`src/rtl/rat_pkg.sv`:
```
// Shared types for the rat path player: direction coding, FSM states, maze width.
package rat_pkg;

   localparam int MAZE_W = 4;

   // X moves when both direction bits are equal, Y moves otherwise.
   typedef enum logic [1:0] {
      DIR_XP = 2'b00,
      DIR_YP = 2'b01,
      DIR_YM = 2'b10,
      DIR_XM = 2'b11
   } dir_e;

   typedef enum logic [2:0] {
      S_IDLE,
      S_CHECK,
      S_PRESENT,
      S_HOLD,
      S_DONE,
      S_ERR
   } state_e;

endpackage

```
`src/rtl/rat_step_calc.sv`:
```
// Next-cell calculator: applies one direction step to (x, y) and flags leaving the maze.
// Purely combinational; out-of-range steps keep the old coordinates and raise oob.
module rat_step_calc
   import rat_pkg::*;
(
   input  logic [MAZE_W-1:0] x,
   input  logic [MAZE_W-1:0] y,
   input  logic [1:0]        dir,
   output logic [MAZE_W-1:0] nx,
   output logic [MAZE_W-1:0] ny,
   output logic              oob
);

   always_comb begin
      nx  = x;
      ny  = y;
      oob = 1'b0;
      case (dir_e'(dir))
         DIR_XP: if (x == '1) oob = 1'b1; else nx = x + 1'b1;
         DIR_XM: if (x == '0) oob = 1'b1; else nx = x - 1'b1;
         DIR_YP: if (y == '1) oob = 1'b1; else ny = y + 1'b1;
         DIR_YM: if (y == '0) oob = 1'b1; else ny = y - 1'b1;
         default: oob = 1'b0;
      endcase
   end

endmodule

```
`src/rtl/rat_path_player.sv`:
```
// Replays a queued rat path as valid/ready moves, pacing accepted moves by HOLD idle cycles.
// All outputs registered: pop and offer appear the cycle after CHECK; mv_valid holds until mv_ready.
module rat_path_player
   import rat_pkg::*;
#(
   parameter int HOLD = 4
) (
   input  logic              clk,
   input  logic              rst,
   input  logic              run,
   input  logic              emptyq,
   input  logic [1:0]        qdata,
   output logic              dequeue,
   output logic              mv_valid,
   input  logic              mv_ready,
   output logic [1:0]        mv_dir,
   output logic [MAZE_W-1:0] mv_x,
   output logic [MAZE_W-1:0] mv_y,
   output logic [MAZE_W-1:0] x,
   output logic [MAZE_W-1:0] y,
   output logic              busy,
   output logic              done,
   output logic              err
);

   localparam int CW = (HOLD > 1) ? $clog2(HOLD) : 1;

   state_e            state;
   logic              run_q;
   logic [CW-1:0]     cnt;
   logic [MAZE_W-1:0] nx;
   logic [MAZE_W-1:0] ny;
   logic              oob;

   // Target is computed straight from the queue head so it is latched in the CHECK cycle.
   rat_step_calc u_step (
      .x   (x),
      .y   (y),
      .dir (qdata),
      .nx  (nx),
      .ny  (ny),
      .oob (oob)
   );

   always_ff @(posedge clk) begin
      if (rst) begin
         state    <= S_IDLE;
         run_q    <= 1'b0;
         cnt      <= '0;
         x        <= '0;
         y        <= '0;
         mv_dir   <= 2'b00;
         mv_x     <= '0;
         mv_y     <= '0;
         mv_valid <= 1'b0;
         dequeue  <= 1'b0;
         busy     <= 1'b0;
         done     <= 1'b0;
         err      <= 1'b0;
      end else begin
         run_q   <= run;
         dequeue <= 1'b0;
         done    <= 1'b0;
         case (state)
            S_IDLE: begin
               if (run && !run_q) begin
                  x     <= '0;
                  y     <= '0;
                  busy  <= 1'b1;
                  state <= S_CHECK;
               end
            end
            S_CHECK: begin
               if (emptyq) begin
                  done  <= 1'b1;
                  busy  <= 1'b0;
                  state <= S_DONE;
               end else begin
                  mv_dir <= qdata;
                  if (oob) begin
                     err   <= 1'b1;
                     busy  <= 1'b0;
                     state <= S_ERR;
                  end else begin
                     mv_x     <= nx;
                     mv_y     <= ny;
                     mv_valid <= 1'b1;
                     dequeue  <= 1'b1;
                     state    <= S_PRESENT;
                  end
               end
            end
            S_PRESENT: begin
               if (mv_ready) begin
                  x        <= mv_x;
                  y        <= mv_y;
                  mv_valid <= 1'b0;
                  cnt      <= CW'(HOLD - 1);
                  state    <= S_HOLD;
               end
            end
            S_HOLD: begin
               if (cnt == '0) state <= S_CHECK;
               else           cnt   <= cnt - 1'b1;
            end
            S_DONE: state <= S_IDLE;
            S_ERR: begin
               if (!run) begin
                  err   <= 1'b0;
                  state <= S_IDLE;
               end
            end
            default: state <= S_IDLE;
         endcase
      end
   end

endmodule

```
`config.mk`:
```
export PLATFORM = sky130hd
export DESIGN_NAME = rat_path_player
export DESIGN_NICKNAME = d
export VERILOG_FILES = /design/src/rtl/rat_pkg.sv /design/src/rtl/rat_step_calc.sv /design/src/rtl/rat_path_player.sv
export SDC_FILE = /design/constraint.sdc
export NUM_CORES = 1
export LEC_CHECK = 0
export CAP_MARGIN = 20
export CORE_UTILIZATION = 53
export CTS_CLUSTER_DIAMETER = 80
export DETAILED_ROUTE_END_ITERATION = 16
export PLACE_DENSITY = 0.88
export SLEW_MARGIN = 25
export SYNTH_ARGS = -nofsm -noshare
export SYNTH_HDL_FRONTEND = slang
export SYNTH_SLANG_ARGS = --single-unit
```
`constraint.sdc`:
```
create_clock -name clk -period 2.2 [get_ports clk]
set_clock_uncertainty 0.2 [all_clocks]
set_input_delay 0.33 -clock clk [delete_from_list [all_inputs] [get_ports clk]]
set_output_delay 0.33 -clock clk [all_outputs]
set_load 0.005 [all_outputs]
```
### Yosys cells after proc, flatten, opt, wreduce, memory -nomap -nowiden

Cells that the tools add are included.

* output and inout port bits: 23
* bits in registers: 29

* $add $sub $neg: 5
* mux-type cells: 40
* eq/ne operators: 18
* reductions and logical operators: 22
* bitwise operators: 3

Operator list (number)
* $pmux 4 s2: 4
* $mux 4: 7
* $mux 3: 6
* $ne 2x2->1 const B: 8
* $mux 1: 15
* $pmux 3 s5: 1
* $reduce_and 3->1: 4
* $reduce_and 4->1: 3
* $reduce_bool 2->1: 5
* $add 4x1->4 const B: 2
* $eq 4x4->1 const B: 2
* $logic_not 4->1: 2
* $sub 4x1->4 const B: 2
* $eq 3x2->1 const B: 2
* $pmux 1 s2: 3
* $eq 2x2->1 const B: 2
* $logic_not 2->1: 2
* $mux 2: 2
* $pmux 1 s4: 1
* $pmux 2 s2: 1
* $eq 3x1->1 const B: 1
* $eq 3x3->1 const B: 1
* $logic_not 3->1: 1
* $ne 3x3->1 const B: 1
* other kinds (8): 10

### Depth between registers and ports, before layout

Gate-level depths: netlist (run 1).

* depth after elaboration: 6
* gate-level depth with buffers: 6

### Cells and area by module

A second synthesis (run 1) with hierarchy kept.

* cell total of the unflattened synthesis: 202
* area, all modules: 1779.2 um^2

By module, submodules not included
* rat_path_player: sequential area each 580.6 um^2, instances 1, cells an instance 124, area an instance 1219.9 um^2
* rat_step_calc: sequential area each 0.0 um^2, instances 1, cells an instance 78, area an instance 559.3 um^2

### Worst setup path before layout (run 1)

No wires, ideal clock.

* path type: register -> register
* from: reg x[1]
* to: reg mv_x[2]
* cell stages (with the launch flop): 7
* slack: 0.248 ns
* period minus slack after synthesis: 1.952 ns
* buffers on the path: 1
* required time: 1.877 ns
* arrival: 1.629 ns
* setup time: 0.123 ns
* path through: dfxtp_1 ha_1 nand3_1 and2_1 clkbuf_1 o21ai_2 mux2_1

* word-level cells in the longest chain between the ends: 5

RTL lines
* start: declaration: RTL line rat_path_player.sv:19 `output logic [MAZE_W-1:0] x,`
* start signal: assignment: RTL line rat_path_player.sv:95 `x <= mv_x;`
* parallel branches: the longest is 5 deep, another holds $sub 4x1->4
* end signal: assignment: RTL line rat_path_player.sv:85 `mv_x <= nx;`
* end: declaration: RTL line rat_path_player.sv:17 `output logic [MAZE_W-1:0] mv_x,`

Parallel ways; which one is timed is not known.
A chain may end at the register's enable or synchronous reset.

### Worst setup path after layout (run 1)

* from: in qdata[0]
* to: reg mv_x[3]

* word-level cells in the longest chain between the ends: 4

RTL lines
* start: declaration: RTL line rat_path_player.sv:12 `input logic [1:0] qdata,`
* $eq 2x2->1 (tied with other cells): RTL line rat_step_calc.sv:18 `case (dir_e'(dir))`
* $pmux 1 s4: RTL line rat_step_calc.sv:18
* $not 1->1 (no source line)
* $reduce_and 3->1 (no source line)

Parallel ways exist; a longest one is shown, timed or not.

==> results.sh, run 1 <==
export IMPL_status="finished clean"
export IMPL_htree_levels=2
export IMPL_hold_class="register to register"
export IMPL_routedWlPerCell_microns=15.2
export IMPL_postLayoutCellArea_sq_um=2450
export IMPL_synth_mux_area_share_pct=3.57
export IMPL_cts_setup_buffers=0
export IMPL_crit_path_start="qdata[0]"
export IMPL_synthesis_area_sq_um=1820
export IMPL_worstHoldStart="mv_dir[0]"
export IMPL_end_kind="register"
export IMPL_grt_setup_unrepaired="true"
export IMPL_power_mw=1.09
export IMPL_r2r_start="y[0]"
export IMPL_min_period_ns=2.13
export IMPL_ant_nets=0
export IMPL_start_kind="input pin"
export IMPL_cts_root_buffer="clkbuf_4"
export IMPL_drv_cap=0
export IMPL_switching_power_mw=0.315
export IMPL_final_common_cell="buf_4"
export IMPL_yosysTopAreaCell="dfxtp_1"
export IMPL_combPwrFrac_pct=21.4
export IMPL_path_class="input pin to register"
export IMPL_hold_violations=0
export IMPL_crit_path_max_fanout=4
export IMPL_drive_above_1_share_pct=20.1
export IMPL_synth_adder_area_share_pct=6.17
export IMPL_tritoncts="done"
export IMPL_fillers=224
export IMPL_core_sq_um=3150
export IMPL_routabilityCongestion=0.914
export IMPL_synth_top_family_by_area="simple AND/OR/NAND/NOR gates"
export IMPL_rows=20
export IMPL_yosys_area_share_simple_pct=27.4
export IMPL_fmax_ghz=0.470
export IMPL_p_leak_nw=0.918
export IMPL_netlist_instances=226
export IMPL_sw_frac_of_total_pct=29.0
export IMPL_placed_cells=319
export IMPL_syn_nets=242
export IMPL_powerDensity_nw_per_um2=444
export IMPL_io_pins=30
export IMPL_internal_power_mw=0.773
export IMPL_grt_max_degree=15
export IMPL_synth_compound_area_share_pct=23.6
export IMPL_diodes=0
export IMPL_setup_tns_ns=0
export IMPL_instances_no_fill=327
export IMPL_drt_iter0_drc=181
export IMPL_synth_top_area_share_pct=31.8
export IMPL_synthFlopType="dfxtp_1"
export IMPL_crit_arrival_ns=2.18
export IMPL_totalWireLength_microns=4980
export IMPL_die_h_microns=60.7
export IMPL_worst_pin_slew_ns=0.555
export IMPL_cts_made_buffers=5
export IMPL_synth_seq_area_share_pct=31.8
export IMPL_synthToLayoutAreaGrowth_pct=34.4
export IMPL_grt_pass1_vias=1680
export IMPL_start_util_pct=57.9
export IMPL_final_cell_mix="buf_4 (32), clkdlybuf4s50_1 (29), dfxtp_1 (26)"
export IMPL_finalCritPeriodShare_pct=96.8
export IMPL_grtUsageTotal_pct=29.3
export IMPL_irDropWorstVdd_uv=317
export IMPL_clk_path_buf_depth=2
export IMPL_cp_data_required_time_ns=2.25
export IMPL_clock_latency_ns=0.33
export IMPL_dpl_cell_area_sq_um=2360
export IMPL_synth_cell_type_count=51
export IMPL_synth_edf_count=0
export IMPL_ctsResizeCount=0
export IMPL_maxSlewHeadroom_pct=62.9
export IMPL_cts_sinks=29
export IMPL_overflow=0
export IMPL_post_drt_via_cell_ratio=5.90
export IMPL_synthXorXnorAreaFrac_pct=0
export IMPL_grt_pass1_wl_microns=7800
export IMPL_port_buffers=29
export IMPL_yosysWarnings=0
export IMPL_die_x_microns=60.7
export IMPL_ys_async_sr_fraction_pct=0
export IMPL_drtPass1Iterations=4
export IMPL_ctsHoldBuffers=0
export IMPL_setup_viol=0
export IMPL_drcViolationCount=0
export IMPL_synthTopCellsByArea="dfxtp_1 (32%), ha_1 (6.2%), a21oi_1 (4.9%)"
export IMPL_sequentialPowerShare_pct=50.3
export IMPL_antenna_found_initial=0
export IMPL_dr_total_vias=1930
export IMPL_syn_avg_cell_area_sq_um=8.07
export IMPL_dieArea_sq_um=3680
export IMPL_p_clk_share_pct=28.3
export IMPL_nets=298
export IMPL_hpwl_microns=3590
export IMPL_ys_ff_latch=29
export IMPL_slew_violations=0
export IMPL_clk_pin_slew_ns=0.09
==> metal layers <==
layer | track usage [%] | wire length (microns)
met1 | 37.1 | 2200
met5 | 0 | 0
met4 | 17.5 | 179
met2 | 44.9 | 2370
met3 | 7.89 | 224
==> state kept, by name, indices dropped and copies added (netlist names), 2 cells and up <==
signal	cells
mv_x	4
y	4
x	4
state	3
mv_y	4
mv_dir	2
cnt	2
==> power by group through the flow <==
| stage | clock network, mW | registers (mW) | logic (mW) |
|---|---|---|---|
| 3_5_place_dp | 0 | 0.559 | 0.222 |
| 2_1_floorplan | 0 | 0.557 | 0.117 |
| 5_1_grt | 0.340 | 0.549 | 0.252 |
| 6_report | 0.308 | 0.547 | 0.233 |
| 4_1_cts | 0.318 | 0.547 | 0.223 |
| 3_3_place_gp | 0 | 0.559 | 0.216 |
==> worst max-delay path, cell delays in order <==
cell             delay (ns)
clkdlybuf4s50_1        0.49
inv_1                  0.07
ha_1                   0.34
nor4_1                 0.21
mux2_2                 0.38
a21o_1                 0.19
mux2i_1                0.16
==> cell families (layout without fill, tap and decap cells) <==
kind of cell / count (synthesis) / after routing
muxes: 6 / 6
and+or+nand+nor: 88 / 88
AOI/OAI and AO/OA: 63 / 63
DFF: 29 / 29
adders and majority gates: 9 / 9
buffers and inverters: 31 / 88
==> metrics by stage <==
step	hold slack [ns]	setup WS, ns	utilization (%)
after global routing	0.299	-0.0475	77.8
after global placement	0.244	-0.186	74.9
after floorplan	0.253	0.248	-
after CTS	0.270	0.0825	76.5
after detailed placement	0.256	-0.253	74.9
final	0.267	0.0704	77.8
==> worst paths after layout <==
check	endpoint	slack (ns)	cells past startpoint
max	mv_x[3]	0.07	7
min	mv_dir[0]	0.27	2
max reg2reg	mv_y[1]	0.11	6
min reg2reg	mv_dir[0]	0.27	2
==> Yosys cell counts (all sizes together) (2+ instances only) <==
cell type and n:
a21oi 18, inv 18, nand4 2, o22ai 2, o21ai 9, nand2b 7
a211oi 4, o211ai 3, nor4b 2, and2 3, buf 8, mux2 4
o31ai 2, a31oi 8, or3b 3, o2111ai 2, nand3 15, nor2 13
nor4 3, a221oi 2, ha 9, nor3b 3, a211o 3, nand2 19
nand4bb 2, a31o 2, dfxtp 29, nor2b 10, mux2i 2, clkbuf 5
==> final cells by class <==
class	count	area, sq um	area share, %
Multi-Input combinational cell	166	1140	46.5
Sequential cell	29	584	23.8
Timing Repair Buffer	62	551	22.4
Inverter	18	71.3	2.91
Tap cell	44	55.1	2.24
Clock buffer	6	41.3	1.68
Clock inverter	2	10.0	0.408
No activity file was read; power rests on OpenSTA's default activity.
==> run 2, diff against run 1 <==
- CELL_PAD_IN_SITES_DETAIL_PLACEMENT: unset -> 1
- CELL_PAD_IN_SITES_GLOBAL_PLACEMENT: unset -> 2
- CORE_UTILIZATION: 53 -> 31
==> run 2 against run 1 <==
Compared with the run above:
- clock power grew 39%
- routed wire length grew 14%
- worst hold slack lost 0.011 ns
- largest power group unchanged
==> results.sh, run 2 (synthesis results as in run 1) <==
export IMPL_die_x_microns=78.7
export IMPL_final_cell_mix="buf_4 (32), dfxtp_1 (29), clkdlybuf4s50_1 (28)"
export IMPL_clk_pin_slew_ns=0.07
export IMPL_cp_data_required_time_ns=2.18
export IMPL_powerDensity_nw_per_um2=481
export IMPL_crit_path_max_fanout=4
export IMPL_rows=27
export IMPL_irDropWorstVdd_uv=299
export IMPL_start_kind="input pin"
export IMPL_ant_nets=0
export IMPL_totalWireLength_microns=5690
export IMPL_end_kind="register"
export IMPL_crit_path_top_delay_cell="clkdlybuf4s50_1"
export IMPL_power_mw=1.22
export IMPL_path_delay_family="buffers and inverters"
export IMPL_worst_pin_slew_ns=0.426
export IMPL_slowest_delay_ns=0.45
export IMPL_setup_tns_ns=0
export IMPL_die_h_microns=78.7
export IMPL_dieArea_sq_um=6200
export IMPL_crit_arrival_ns=2.15
export IMPL_synthToLayoutAreaGrowth_pct=39.4
export IMPL_drv_cap=0
export IMPL_grt_pass1_vias=1927
export IMPL_io_pins=30
export IMPL_ctsHoldBuffers=0
export IMPL_routabilityCongestion=0.786
export IMPL_grt_pass1_wl_microns=9450
export IMPL_grtUsageTotal_pct=19.5
export IMPL_nets=299
export IMPL_antenna_found_initial=0
export IMPL_crit_cells=7
export IMPL_fillers=694
export IMPL_path_class="input pin to register"
export IMPL_hold_path_depth=2
export IMPL_post_drt_via_cell_ratio=5.38
export IMPL_cts_root_buffer="clkbuf_8"
export IMPL_hold_violations=0
export IMPL_start_util_pct=32.7
export IMPL_tritoncts="done"
export IMPL_grt_setup_unrepaired="true"
export IMPL_final_common_cell="buf_4"
export IMPL_core_sq_um=5570
export IMPL_drcViolationCount=0
export IMPL_maxSlewHeadroom_pct=71.6
export IMPL_r2r_worst_path_cells=8
export IMPL_overflow=0
export IMPL_status="finished clean"
export IMPL_routedWlPerCell_microns=16.0
export IMPL_setup_viol=0
export IMPL_slew_violations=0
export IMPL_cts_sinks=29
export IMPL_drtPass1Iterations=4
export IMPL_post_route_util_pct=45.6
export IMPL_drive_above_1_share_pct=19.4
export IMPL_dr_total_vias=1916
export IMPL_grt_max_degree=34
export IMPL_crit_chain="clkdlybuf4s50_1, inv_1, ha_1, nand4bb_1, and4b_4, o21ai_4, mux2_1"
export IMPL_hpwl_microns=4210
export IMPL_min_period_ns=2.18
export IMPL_diodes=0
export IMPL_finalCritPeriodShare_pct=98.9
export IMPL_hold_class="register to register"
export IMPL_clock_latency_ns=0.29
export IMPL_fmax_ghz=0.460
export IMPL_cts_made_buffers=5
export IMPL_drt_iter0_drc=66
export IMPL_htree_levels=2
export IMPL_clk_path_buf_depth=2
export IMPL_port_buffers=29
export IMPL_p_leak_nw=0.950
export IMPL_crit_buf_inv=2
==> run 2: cell count changes in the layout (fill, tap and decap cells not counted), moves of 2 or more <==
cell      previous run  this run
clkbuf_1             1         3
clkbuf_4             5         0
clkbuf_8             0         5
clkinv_2             2         0
dfxtp_1             26        29
dfxtp_2              3         0
nor4_2               0         2
==> run 2: tightest hold or removal path: cells and delay by family, from the launching register on <==
kind / cells / cell delay, ns
simple gates: 1 / 0.05
flops: 1 / 0.31
compound gates: 1 / 0.05
==> run 2: path summary, 6_finish.rpt <==
check,to,slack [ns],startpoint
setup / recovery,mv_y[3],0.02,qdata[0]
hold / removal,mv_dir[0],0.26,mv_dir[0]
setup reg to reg,mv_x[1],0.09,x[0]
hold reg to reg,mv_dir[0],0.26,mv_dir[0]
==> run 2: per-stage QoR <==
| step | cells | cell area, sq um | hold slack (ns) | worst slack (ns) |
|---|---|---|---|---|
| 2_1_floorplan | 226 | 1820 | 0.253 | 0.248 |
| 3_3_place_gp | 346 | 2400 | 0.249 | -0.195 |
| 3_5_place_dp | 346 | 2400 | 0.253 | -0.317 |
| 4_1_cts | 354 | 2490 | 0.260 | 0.0344 |
| 5_1_grt | 356 | 2540 | 0.306 | -0.0385 |
| 6_report | 356 | 2540 | 0.256 | 0.0240 |
==> run 2: what timing repair did <==
item	in CTS	in global routing
setup buffers	0	2
cloned	0	0
setup endpoints to repair	1	10
hold endpoints to repair	0	0
pin swaps	0	2
resized for setup	1	8
==> run 2: where the power goes <==
group	switching (mW)	leakage [nW]	total [mW]	internal, mW
logic	0.125	0.676	0.245	0.120
registers	0.00957	0.235	0.548	0.539
clock network	0.205	0.0395	0.429	0.224
==> run 2: final cells by class <==
| cell class | count | area (sq um) | area share (%) |
|---|---|---|---|
| Clock buffer | 8 | 80.1 | 3.15 |
| Inverter | 18 | 67.6 | 2.66 |
| Multi-Input combinational cell | 166 | 1150 | 45.3 |
| Sequential cell | 29 | 581 | 22.8 |
| Tap cell | 72 | 90.1 | 3.54 |
| Timing Repair Buffer | 63 | 573 | 22.5 |
==> run 2: routing by layer <==
layer  wire, microns  up-vias  track usage, %  part of all wire, %
li1                -      933               -                    -
met1            2610      938            25.1                   46
met2            2790       34            32.6                   49
met3             159       11            3.91                  2.8
met4             119        0            6.11                  2.1
met5               0        -               0                    0
==> run 3, diff against run 2 <==
- GPL_TIMING_DRIVEN: unset -> 1
==> results of run 3 <==
Final layout, timing and power as in run 2 (identical DEF).
